### src/rtl/spi_arb_pkg.sv
// Shared definitions for the spi_master client arbiter: FSM state encoding
// and the default spi_master register addresses.
package spi_arb_pkg;

  typedef enum logic [2:0] {
    IDLE,
    GRANT,
    WAIT_IDLE,
    WR_CFG,
    WR_DIV,
    WR_DATA,
    DONE
  } arb_state_t;

  localparam int DEF_CFG_ADDR  = 0;
  localparam int DEF_DIV_ADDR  = 1;
  localparam int DEF_DATA_ADDR = 2;

endpackage

### src/rtl/spi_rr_arbiter.sv
// Rotating-priority pick: first requester at or after ptr, wrapping around.
module spi_rr_arbiter #(
  parameter  int NUM_CLIENTS = 4,
  localparam int ID_W        = $clog2(NUM_CLIENTS)
) (
  input  logic [NUM_CLIENTS-1:0] req,
  input  logic [ID_W-1:0]        ptr,
  output logic                   valid,
  output logic [ID_W-1:0]        idx
);

  // Scan offsets from farthest to nearest so the nearest requester wins.
  always_comb begin
    valid = 1'b0;
    idx   = '0;
    for (int k = NUM_CLIENTS - 1; k >= 0; k--) begin
      if (req[(int'(ptr) + k) % NUM_CLIENTS]) begin
        valid = 1'b1;
        idx   = ID_W'((int'(ptr) + k) % NUM_CLIENTS);
      end
    end
  end

endmodule

### src/rtl/spi_client_arbiter.sv
// Round-robin sharing of one spi_master register port among byte senders.
// Each transaction programs cfg and divider, then pushes the client's byte.
// Reprogramming waits for spi_idle so a byte still shifting is never retimed.
// Optional build macro SPI_ARB_CFG_CACHE_EN: remember the last cfg/div written
// and skip writes (and the idle wait) when the winner's values already match.
//
// state     | meaning
// IDLE      | no transaction, waiting for any cli_req
// GRANT     | winner chosen, its cfg/div/data latched this cycle
// WAIT_IDLE | reprogram pending, waiting for master idle
// WR_CFG    | writing cfg register
// WR_DIV    | writing divider register
// WR_DATA   | pushing the byte into the master FIFO
// DONE      | cli_ack pulse, pointer advanced
module spi_client_arbiter
  import spi_arb_pkg::*;
#(
  parameter  int DATA_WIDTH  = 8,
  parameter  int NUM_CLIENTS = 4,
  parameter  int CFG_ADDR    = DEF_CFG_ADDR,
  parameter  int DIV_ADDR    = DEF_DIV_ADDR,
  parameter  int DATA_ADDR   = DEF_DATA_ADDR,
  localparam int ID_W        = $clog2(NUM_CLIENTS)
) (
  input  logic                              clk,
  input  logic                              rst_n,
  input  logic [NUM_CLIENTS-1:0]            cli_req,
  input  logic [NUM_CLIENTS*DATA_WIDTH-1:0] cli_cfg,
  input  logic [NUM_CLIENTS*DATA_WIDTH-1:0] cli_div,
  input  logic [NUM_CLIENTS*DATA_WIDTH-1:0] cli_data,
  output logic [NUM_CLIENTS-1:0]            cli_ack,
  output logic                              spi_req,
  output logic [DATA_WIDTH-1:0]             spi_address,
  output logic [DATA_WIDTH-1:0]             spi_data,
  input  logic                              spi_ack,
  input  logic                              spi_idle,
  output logic [ID_W-1:0]                   grant_id,
  output logic                              busy
);

  localparam logic [DATA_WIDTH-1:0] A_CFG  = DATA_WIDTH'(CFG_ADDR);
  localparam logic [DATA_WIDTH-1:0] A_DIV  = DATA_WIDTH'(DIV_ADDR);
  localparam logic [DATA_WIDTH-1:0] A_DATA = DATA_WIDTH'(DATA_ADDR);

  arb_state_t            state;
  logic [ID_W-1:0]       ptr;
  logic                  pick_valid;
  logic [ID_W-1:0]       pick_idx;
  logic [DATA_WIDTH-1:0] sel_cfg, sel_div, sel_data;
  logic [DATA_WIDTH-1:0] lat_cfg, lat_div, lat_data;
  logic                  need_cfg, need_div;
  logic                  skip_cfg, skip_div;

  spi_rr_arbiter #(.NUM_CLIENTS(NUM_CLIENTS)) u_rr (
    .req   (cli_req),
    .ptr   (ptr),
    .valid (pick_valid),
    .idx   (pick_idx)
  );

  assign sel_cfg  = cli_cfg [grant_id*DATA_WIDTH +: DATA_WIDTH];
  assign sel_div  = cli_div [grant_id*DATA_WIDTH +: DATA_WIDTH];
  assign sel_data = cli_data[grant_id*DATA_WIDTH +: DATA_WIDTH];

`ifdef SPI_ARB_CFG_CACHE_EN
  logic [DATA_WIDTH-1:0] last_cfg, last_div;
  logic                  cache_valid;

  // An invalid cache forces both writes, so cfg is always current by the
  // time the div write completes and validates the cache.
  assign skip_cfg = cache_valid && (last_cfg == sel_cfg);
  assign skip_div = cache_valid && (last_div == sel_div);

  // Track what the master was last programmed with.
  always_ff @(posedge clk or negedge rst_n) begin
    if (!rst_n) begin
      last_cfg    <= '0;
      last_div    <= '0;
      cache_valid <= 1'b0;
    end else begin
      if (state == WR_CFG && spi_ack) last_cfg <= lat_cfg;
      if (state == WR_DIV && spi_ack) begin
        last_div    <= lat_div;
        cache_valid <= 1'b1;
      end
    end
  end
`else
  assign skip_cfg = 1'b0;
  assign skip_div = 1'b0;
`endif

  // Transaction sequencer; outputs are registered and loaded on state entry.
  always_ff @(posedge clk or negedge rst_n) begin
    if (!rst_n) begin
      state       <= IDLE;
      ptr         <= '0;
      grant_id    <= '0;
      busy        <= 1'b0;
      spi_req     <= 1'b0;
      spi_address <= '0;
      spi_data    <= '0;
      cli_ack     <= '0;
      lat_cfg     <= '0;
      lat_div     <= '0;
      lat_data    <= '0;
      need_cfg    <= 1'b1;
      need_div    <= 1'b1;
    end else begin
      cli_ack <= '0;
      case (state)
        IDLE: begin
          if (pick_valid) begin
            grant_id <= pick_idx;
            busy     <= 1'b1;
            state    <= GRANT;
          end
        end
        GRANT: begin
          lat_cfg  <= sel_cfg;
          lat_div  <= sel_div;
          lat_data <= sel_data;
          need_cfg <= !skip_cfg;
          need_div <= !skip_div;
          if (skip_cfg && skip_div) begin
            spi_req     <= 1'b1;
            spi_address <= A_DATA;
            spi_data    <= sel_data;
            state       <= WR_DATA;
          end else begin
            state <= WAIT_IDLE;
          end
        end
        WAIT_IDLE: begin
          if (spi_idle) begin
            spi_req <= 1'b1;
            if (need_cfg) begin
              spi_address <= A_CFG;
              spi_data    <= lat_cfg;
              state       <= WR_CFG;
            end else begin
              spi_address <= A_DIV;
              spi_data    <= lat_div;
              state       <= WR_DIV;
            end
          end
        end
        WR_CFG: begin
          if (spi_ack) begin
            if (need_div) begin
              spi_address <= A_DIV;
              spi_data    <= lat_div;
              state       <= WR_DIV;
            end else begin
              spi_address <= A_DATA;
              spi_data    <= lat_data;
              state       <= WR_DATA;
            end
          end
        end
        WR_DIV: begin
          if (spi_ack) begin
            spi_address <= A_DATA;
            spi_data    <= lat_data;
            state       <= WR_DATA;
          end
        end
        WR_DATA: begin
          if (spi_ack) begin
            spi_req <= 1'b0;
            busy    <= 1'b0;
            cli_ack <= NUM_CLIENTS'(1) << grant_id;
            ptr     <= (grant_id == ID_W'(NUM_CLIENTS - 1)) ? '0 : grant_id + 1'b1;
            state   <= DONE;
          end
        end
        DONE:    state <= IDLE;
        default: state <= IDLE;
      endcase
    end
  end

endmodule

### config.mk
export PLATFORM = sky130hd
export DESIGN_NAME = spi_client_arbiter
export DESIGN_NICKNAME = d
export VERILOG_FILES = /design/src/rtl/spi_arb_pkg.sv /design/src/rtl/spi_rr_arbiter.sv /design/src/rtl/spi_client_arbiter.sv
export SDC_FILE = /design/constraint.sdc
export NUM_CORES = 1
export LEC_CHECK = 0
export ABC_CLOCK_PERIOD_IN_PS = 4700
export CORE_MARGIN = 4
export CORE_UTILIZATION = 45
export DETAILED_ROUTE_END_ITERATION = 12
export GPL_ROUTABILITY_DRIVEN = 0
export PLACE_DENSITY = 0.95
export SLEW_MARGIN = 20
export SYNTH_ARGS = -nofsm -noshare
export SYNTH_HDL_FRONTEND = slang
export SYNTH_SLANG_ARGS = --single-unit
export TNS_END_PERCENT = 1
### constraint.sdc
create_clock -name clk -period 4.7 [get_ports clk]
set_clock_uncertainty 0.15 [all_clocks]
set_input_delay 0.705 -clock clk [delete_from_list [all_inputs] [get_ports clk]]
set_output_delay 0.705 -clock clk [all_outputs]
set_load 0.01 [all_outputs]
==> results of run 1 <==
==> metrics by stage <==
| stage | cell area (sq um) | util (%) | power, W | hold WS [ps] |
|---|---|---|---|---|
| final | 4190 | 68.8 | 0.00233 | 248 |
| after global routing | 4190 | 68.8 | 0.00251 | 292 |
| after CTS | 4190 | 68.8 | 0.00233 | 352 |
| after detailed placement | 4070 | 66.8 | 0.00203 | 333 |
| after global placement | 4070 | 66.8 | 0.00197 | 327 |
| after floorplan | 2920 | - | 0.00168 | 259 |
==> final cells by class <==
class	count	area (sq um)	share of cell area (%)
clock buffer	6	82.6	1.97
clock inverter	2	35.0	0.835
inverter	11	41.3	0.984
multi-input combinational	168	1550	36.9
sequential	47	1180	28.1
tap	75	93.8	2.24
timing repair buffer	122	1220	29.0
==> registers in the layout, summed over array words and instances, names as in the netlist, 2 cells and up <==
| register | cells |
|---|---|
| lat_cfg | 8 |
| spi_data | 8 |
| grant_id | 2 |
| spi_address | 2 |
| ptr | 2 |
| lat_data | 8 |
| state | 3 |
| cli_ack | 4 |
| lat_div | 8 |
==> metal layers <==
metal | vias to the layer above | share of wire, % | global-route usage, %
met4 | 0 | 2.5 | 8.52
met2 | 146 | 54 | 35.4
li1 | 1139 | - | -
met5 | - | 0 | 0
met1 | 1173 | 34 | 22.8
met3 | 20 | 9.2 | 4.75
==> how the worst max path moves through the flow <==
stage	startpoint	slack, ps	to
2_1_floorplan	spi_ack	2810	spi_data[2]
3_3_place_gp	spi_ack	1920	spi_data[2]
3_5_place_dp	spi_ack	1810	spi_data[2]
4_1_cts	grant_id[0]	1860	grant_id[0]
5_1_grt	state[2]	1630	spi_data[2]
6_report	state[2]	1860	spi_data[2]
==> cells in the final DEF, fill, tap and decap left out, types with 6 or more instances in the layout <==
| master | count |
|---|---|
| a21oi_1 | 9 |
| mux4_2 | 24 |
| o21ai_0 | 13 |
| nor2_1 | 8 |
| o22ai_1 | 12 |
| clkdlybuf4s50_1 | 120 |
| dfrtp_1 | 46 |
| nand2_1 | 19 |
| inv_1 | 9 |
| o21ai_1 | 6 |
| mux2_2 | 22 |
| clkbuf_8 | 6 |
| conb_1 | 6 |
| a221o_1 | 8 |
==> power breakdown <==
| part | internal, W | switching (W) |
|---|---|---|
| Sequential | 0.000591 | 0.000270 |
| Combinational | 0.000694 | 0.000472 |
| Clock | 0.000172 | 0.000127 |
==> cell families (layout without fill, tap and decap cells) <==
family	Yosys count	count (layout)	share of synthesized area, %
AO/OA/AOI/OAI	61	61	14.2
AND/OR/NAND/NOR	49	49	8.81
multiplexers	47	47	27.5
flip-flops	47	47	40.6
buffers and inverters	35	141	6.65
adder cells (fa/ha/maj)	4	4	1.73
other	1	6	0.129
XOR/XNOR	1	1	0.302
==> worst register-to-register path: stages, from the launching register on <==
cell       delay [ps]
dfrtp_1           960
clkinv_1          530
a31oi_2           630
a2111oi_0         140
a221o_1           320
==> results.sh, run 1 <==
export IMPL_status="complete, no violations"
export IMPL_worstPathCellList="clkinv_1 > a31oi_2 > a2111oi_0 > a221o_1"
export IMPL_cts_repair_resized=0
export IMPL_drive_above_1_share_pct=17.7
export IMPL_ys_types=40
export IMPL_path_depth=4
export IMPL_dp_cells=423
export IMPL_cp_arrival_ps=2870
export IMPL_grt_max_degree=48
export IMPL_worstPathRequired_ps=4730
export IMPL_dpl_hpwl_um=6120
export IMPL_worstHoldPathType="primary input to asynchronous set/reset pin"
export IMPL_worstSetupEndpointType="register"
export IMPL_holdBufCountCts=0
export IMPL_synth_area_sq_mm=0.00290
export IMPL_yosysSeqAreaShare_pct=40.6
export IMPL_initialDrtViolationCount=176
export IMPL_yosys_area_top_type="dfrtp_1"
export IMPL_final_critical_path_setup_slack_ps=1860
export IMPL_cts_tree="yes"
export IMPL_grtUsageTotal_pct=19.9
export IMPL_via_per_inst=5.75
export IMPL_yosysMostFrequentCell="dfrtp_1"
export IMPL_clkSlewWorstSetupHoldPaths_ps=80
export IMPL_avgSynthCellArea_sq_um=11.8
export IMPL_period_minus_slack_ps=2840
export IMPL_synthCells=245
export IMPL_portBuffers=121
export IMPL_crit_buf_inv=1
export IMPL_synthFlopType="dfrtp_1"
export IMPL_reg2reg_to="spi_data[2]"
export IMPL_drc=0
export IMPL_cts_buffers=5
export IMPL_drt_wl_total_um=7580
export IMPL_antenna_found_initial=0
export IMPL_finalSetupTns_ps=0
export IMPL_start_util_pct=47.5
export IMPL_clkLatencyLatePin_ps=300
export IMPL_vdd_drop_max_mv=0.303
export IMPL_finalHoldViolations=0
export IMPL_slew_viol_final=0
export IMPL_cts_setup_buffers=0
export IMPL_die_area_sq_mm=0.00779
export IMPL_ys_ff_latch=47
export IMPL_place_ws_ps=1810
export IMPL_r2r_start="state[2]"
export IMPL_p_per_area_mw_per_mm2=555
export IMPL_wl_per_cell_um=17.6
export IMPL_critPathKind="register to register"
export IMPL_yosys_warnings=0
export IMPL_maxCapViolCount=0
export IMPL_synth_edf_count=0
export IMPL_fin_crit_sh_pct=60.4
export IMPL_grt_pass1_vias=2650
export IMPL_crit_path_top_delay_cell="dfrtp_1"
export IMPL_synthArstFlopShare_pct=100
export IMPL_grt_pass1_wl_um=12000
export IMPL_clockRootBuffer="clkbuf_8"
export IMPL_cp_max_fo=31
export IMPL_nNetsFinal=463
export IMPL_overflow=0
export IMPL_rr_worst_depth=4
export IMPL_fin_cells=431
export IMPL_cts_path_max_buffers=2
export IMPL_rsz0062_at_grt="false"
export IMPL_critical_path_top_delay_family="compound AO/OA/AOI/OAI gates"
export IMPL_fmax_mhz=352
export IMPL_htree_levels=2
export IMPL_max_stage_delay_ps=960
export IMPL_ys_top_cells_by_count="dfrtp_1, mux4_2, mux2_2"
export IMPL_synth_top_area_share_pct=40.6
export IMPL_ios=128
export IMPL_first_pass_iters=6
export IMPL_ys_top_cells_by_area="dfrtp_1, mux4_2, mux2_2"
export IMPL_die_w_um=88.2
export IMPL_worst_slew_pin_slew_ps=1070
export IMPL_r2r_setup_slack_ps=1860
export IMPL_fillers=440
export IMPL_setup_viol=0
export IMPL_core_area_sq_mm=0.00610
export IMPL_std_cell_rows=28
export IMPL_maxSlewHeadroom_pct=28.2
export IMPL_p_leak_nw=1.67
export IMPL_ant_nets=0
export IMPL_die_h_um=88.2
export IMPL_n_antenna_cell=0
export IMPL_area_growth_pct=44.7
export IMPL_crit_path_start_kind="register"
export IMPL_vias=2478
export IMPL_clock_sinks=47
(Power assumes the default switching activity.)
==> inputs of run 2 (changes only) <==
- ABC_CLOCK_PERIOD_IN_PS: 4700 -> 2750
- CORE_UTILIZATION: 45 -> 42
- PLACE_DENSITY: 0.95 -> 0.91
- clock period: 4.7 -> 2.75 ns (I/O delays scaled with it)
==> results.sh, run 2 (synthesis results as in run 1) <==
export IMPL_status="complete, no violations"
export IMPL_clockRootBuffer="clkbuf_8"
export IMPL_std_cell_rows=30
export IMPL_slew_viol_final=0
export IMPL_critical_path_top_delay_family="simple AND/OR/NAND/NOR gates"
export IMPL_maxCapViolCount=0
export IMPL_period_minus_slack_ps=2130
export IMPL_dpl_hpwl_um=6120
export IMPL_rsz0062_at_grt="false"
export IMPL_grtUsageTotal_pct=18.7
export IMPL_p_leak_nw=1.70
export IMPL_crit_path_start_kind="register"
export IMPL_clkSlewWorstSetupHoldPaths_ps=80
export IMPL_wl_per_cell_um=16.9
export IMPL_cts_tree="yes"
export IMPL_cts_path_max_buffers=2
export IMPL_final_util_pct=62.7
export IMPL_via_per_inst=5.58
export IMPL_overflow=0
export IMPL_grt_pass1_wl_um=12500
export IMPL_initialDrtViolationCount=163
export IMPL_crit_buf_inv=0
export IMPL_die_h_um=91.1
export IMPL_clkLatencyLatePin_ps=300
export IMPL_drive_above_1_share_pct=18.7
export IMPL_p_int_w=0.00244
export IMPL_switching_power_w=0.00149
export IMPL_core_area_sq_mm=0.00676
export IMPL_start_util_pct=42.9
export IMPL_vias=2478
export IMPL_drc=0
export IMPL_htree_levels=2
export IMPL_first_pass_iters=4
export IMPL_fin_hold_ws_ps=344
export IMPL_cts_setup_buffers=0
export IMPL_max_stage_delay_ps=620
export IMPL_finalHoldViolations=0
export IMPL_antenna_found_initial=0
export IMPL_n_antenna_cell=0
export IMPL_grt_pass1_vias=2671
export IMPL_final_cell_mix="clkdlybuf4s50_1, dfrtp_1, mux4_2"
export IMPL_worstHoldPathType="register to register"
export IMPL_portBuffers=121
export IMPL_swShare_pct=37.9
export IMPL_grt_max_degree=31
export IMPL_fin_crit_sh_pct=77.5
export IMPL_area_growth_pct=46.2
export IMPL_finalSetupTns_ps=0
export IMPL_vdd_drop_max_mv=0.456
export IMPL_die_area_sq_mm=0.00829
export IMPL_drt_wl_total_um=7500
export IMPL_dp_cells=435
export IMPL_cts_buffers=5
export IMPL_nNetsFinal=471
export IMPL_fin_cells=444
export IMPL_p_clk_share_pct=10.1
export IMPL_power_frac_seq_pct=33.0
export IMPL_ant_nets=0
export IMPL_cts_repair_resized=0
export IMPL_fmax_mhz=469
export IMPL_power_frac_comb_pct=56.9
export IMPL_ios=128
export IMPL_die_w_um=91.1
export IMPL_p_per_area_mw_per_mm2=929
export IMPL_r2r_setup_slack_ps=620
export IMPL_fillers=531
export IMPL_layout_commonest_cell="clkdlybuf4s50_1"
export IMPL_maxSlewHeadroom_pct=57.1
export IMPL_cp_arrival_ps=2180
export IMPL_setup_viol=0
export IMPL_worstPathCellList="or2_1 > or3_4 > o41ai_2"
export IMPL_cp_max_fo=21
export IMPL_worstPathRequired_ps=2800
export IMPL_clock_sinks=47
export IMPL_critPathKind="register to register"
export IMPL_crit_path_top_delay_cell="dfrtp_1"
export IMPL_worst_slew_pin_slew_ps=643
export IMPL_worstSetupEndpointType="register"
run 2: layer usage:
layer	global-route usage [%]	wire length [um]	up-vias
met5	0	0	-
met4	5.53	143	0
met3	4.31	469	12
met2	32.9	3950	110
met1	22.7	2940	1200
li1	-	-	1156
run 2: what timing repair did:
| action | CTS | global route |
|---|---|---|
| hold buffers | 1 | 0 |
| setup endpoints to repair | 0 | 0 |
| hold endpoints to repair | 8 | 0 |
run 2: path summary, 6_finish.rpt:
kind	start	to	cells past startpoint
worst min-delay path	spi_address[1]	spi_address[1]	1
worst max register to register	state[0]	grant_id[0]	3
max in group asynchronous	rst_n	lat_cfg[7]	3
worst min register to register	spi_address[1]	spi_address[1]	1
worst max-delay path	state[0]	grant_id[0]	3
min in group asynchronous	rst_n	ptr[1]	2
run 2: layout make-up:
type | count | area [sq um] | area share, %
clock inverters | 1 | 5.00 | 0.118
clock buffers | 7 | 76.3 | 1.80
multi-input cells | 168 | 1550 | 36.5
inverters | 11 | 41.3 | 0.975
repair buffers | 130 | 1290 | 30.4
flip-flops and latches | 47 | 1180 | 27.8
well taps | 80 | 100 | 2.36
run 2: stage by stage:
stage | worst slack (ps) | cell area, sq um | total power [W]
6_report | 620 | 4240 | 0.00394
5_1_grt | 484 | 4240 | 0.00425
4_1_cts | 634 | 4240 | 0.00395
3_5_place_dp | 611 | 4150 | 0.00355
3_3_place_gp | 636 | 4150 | 0.00346
2_1_floorplan | 878 | 2920 | 0.00287
run 2: power by group through the flow:
stage	logic (W)	clock network, W	registers [W]
floorplan	0.00164	0	0.00123
global placement	0.00217	0	0.00129
detailed placement	0.00225	0	0.00131
CTS	0.00225	0.000405	0.00129
global route	0.00246	0.000445	0.00134
finish	0.00224	0.000396	0.00130
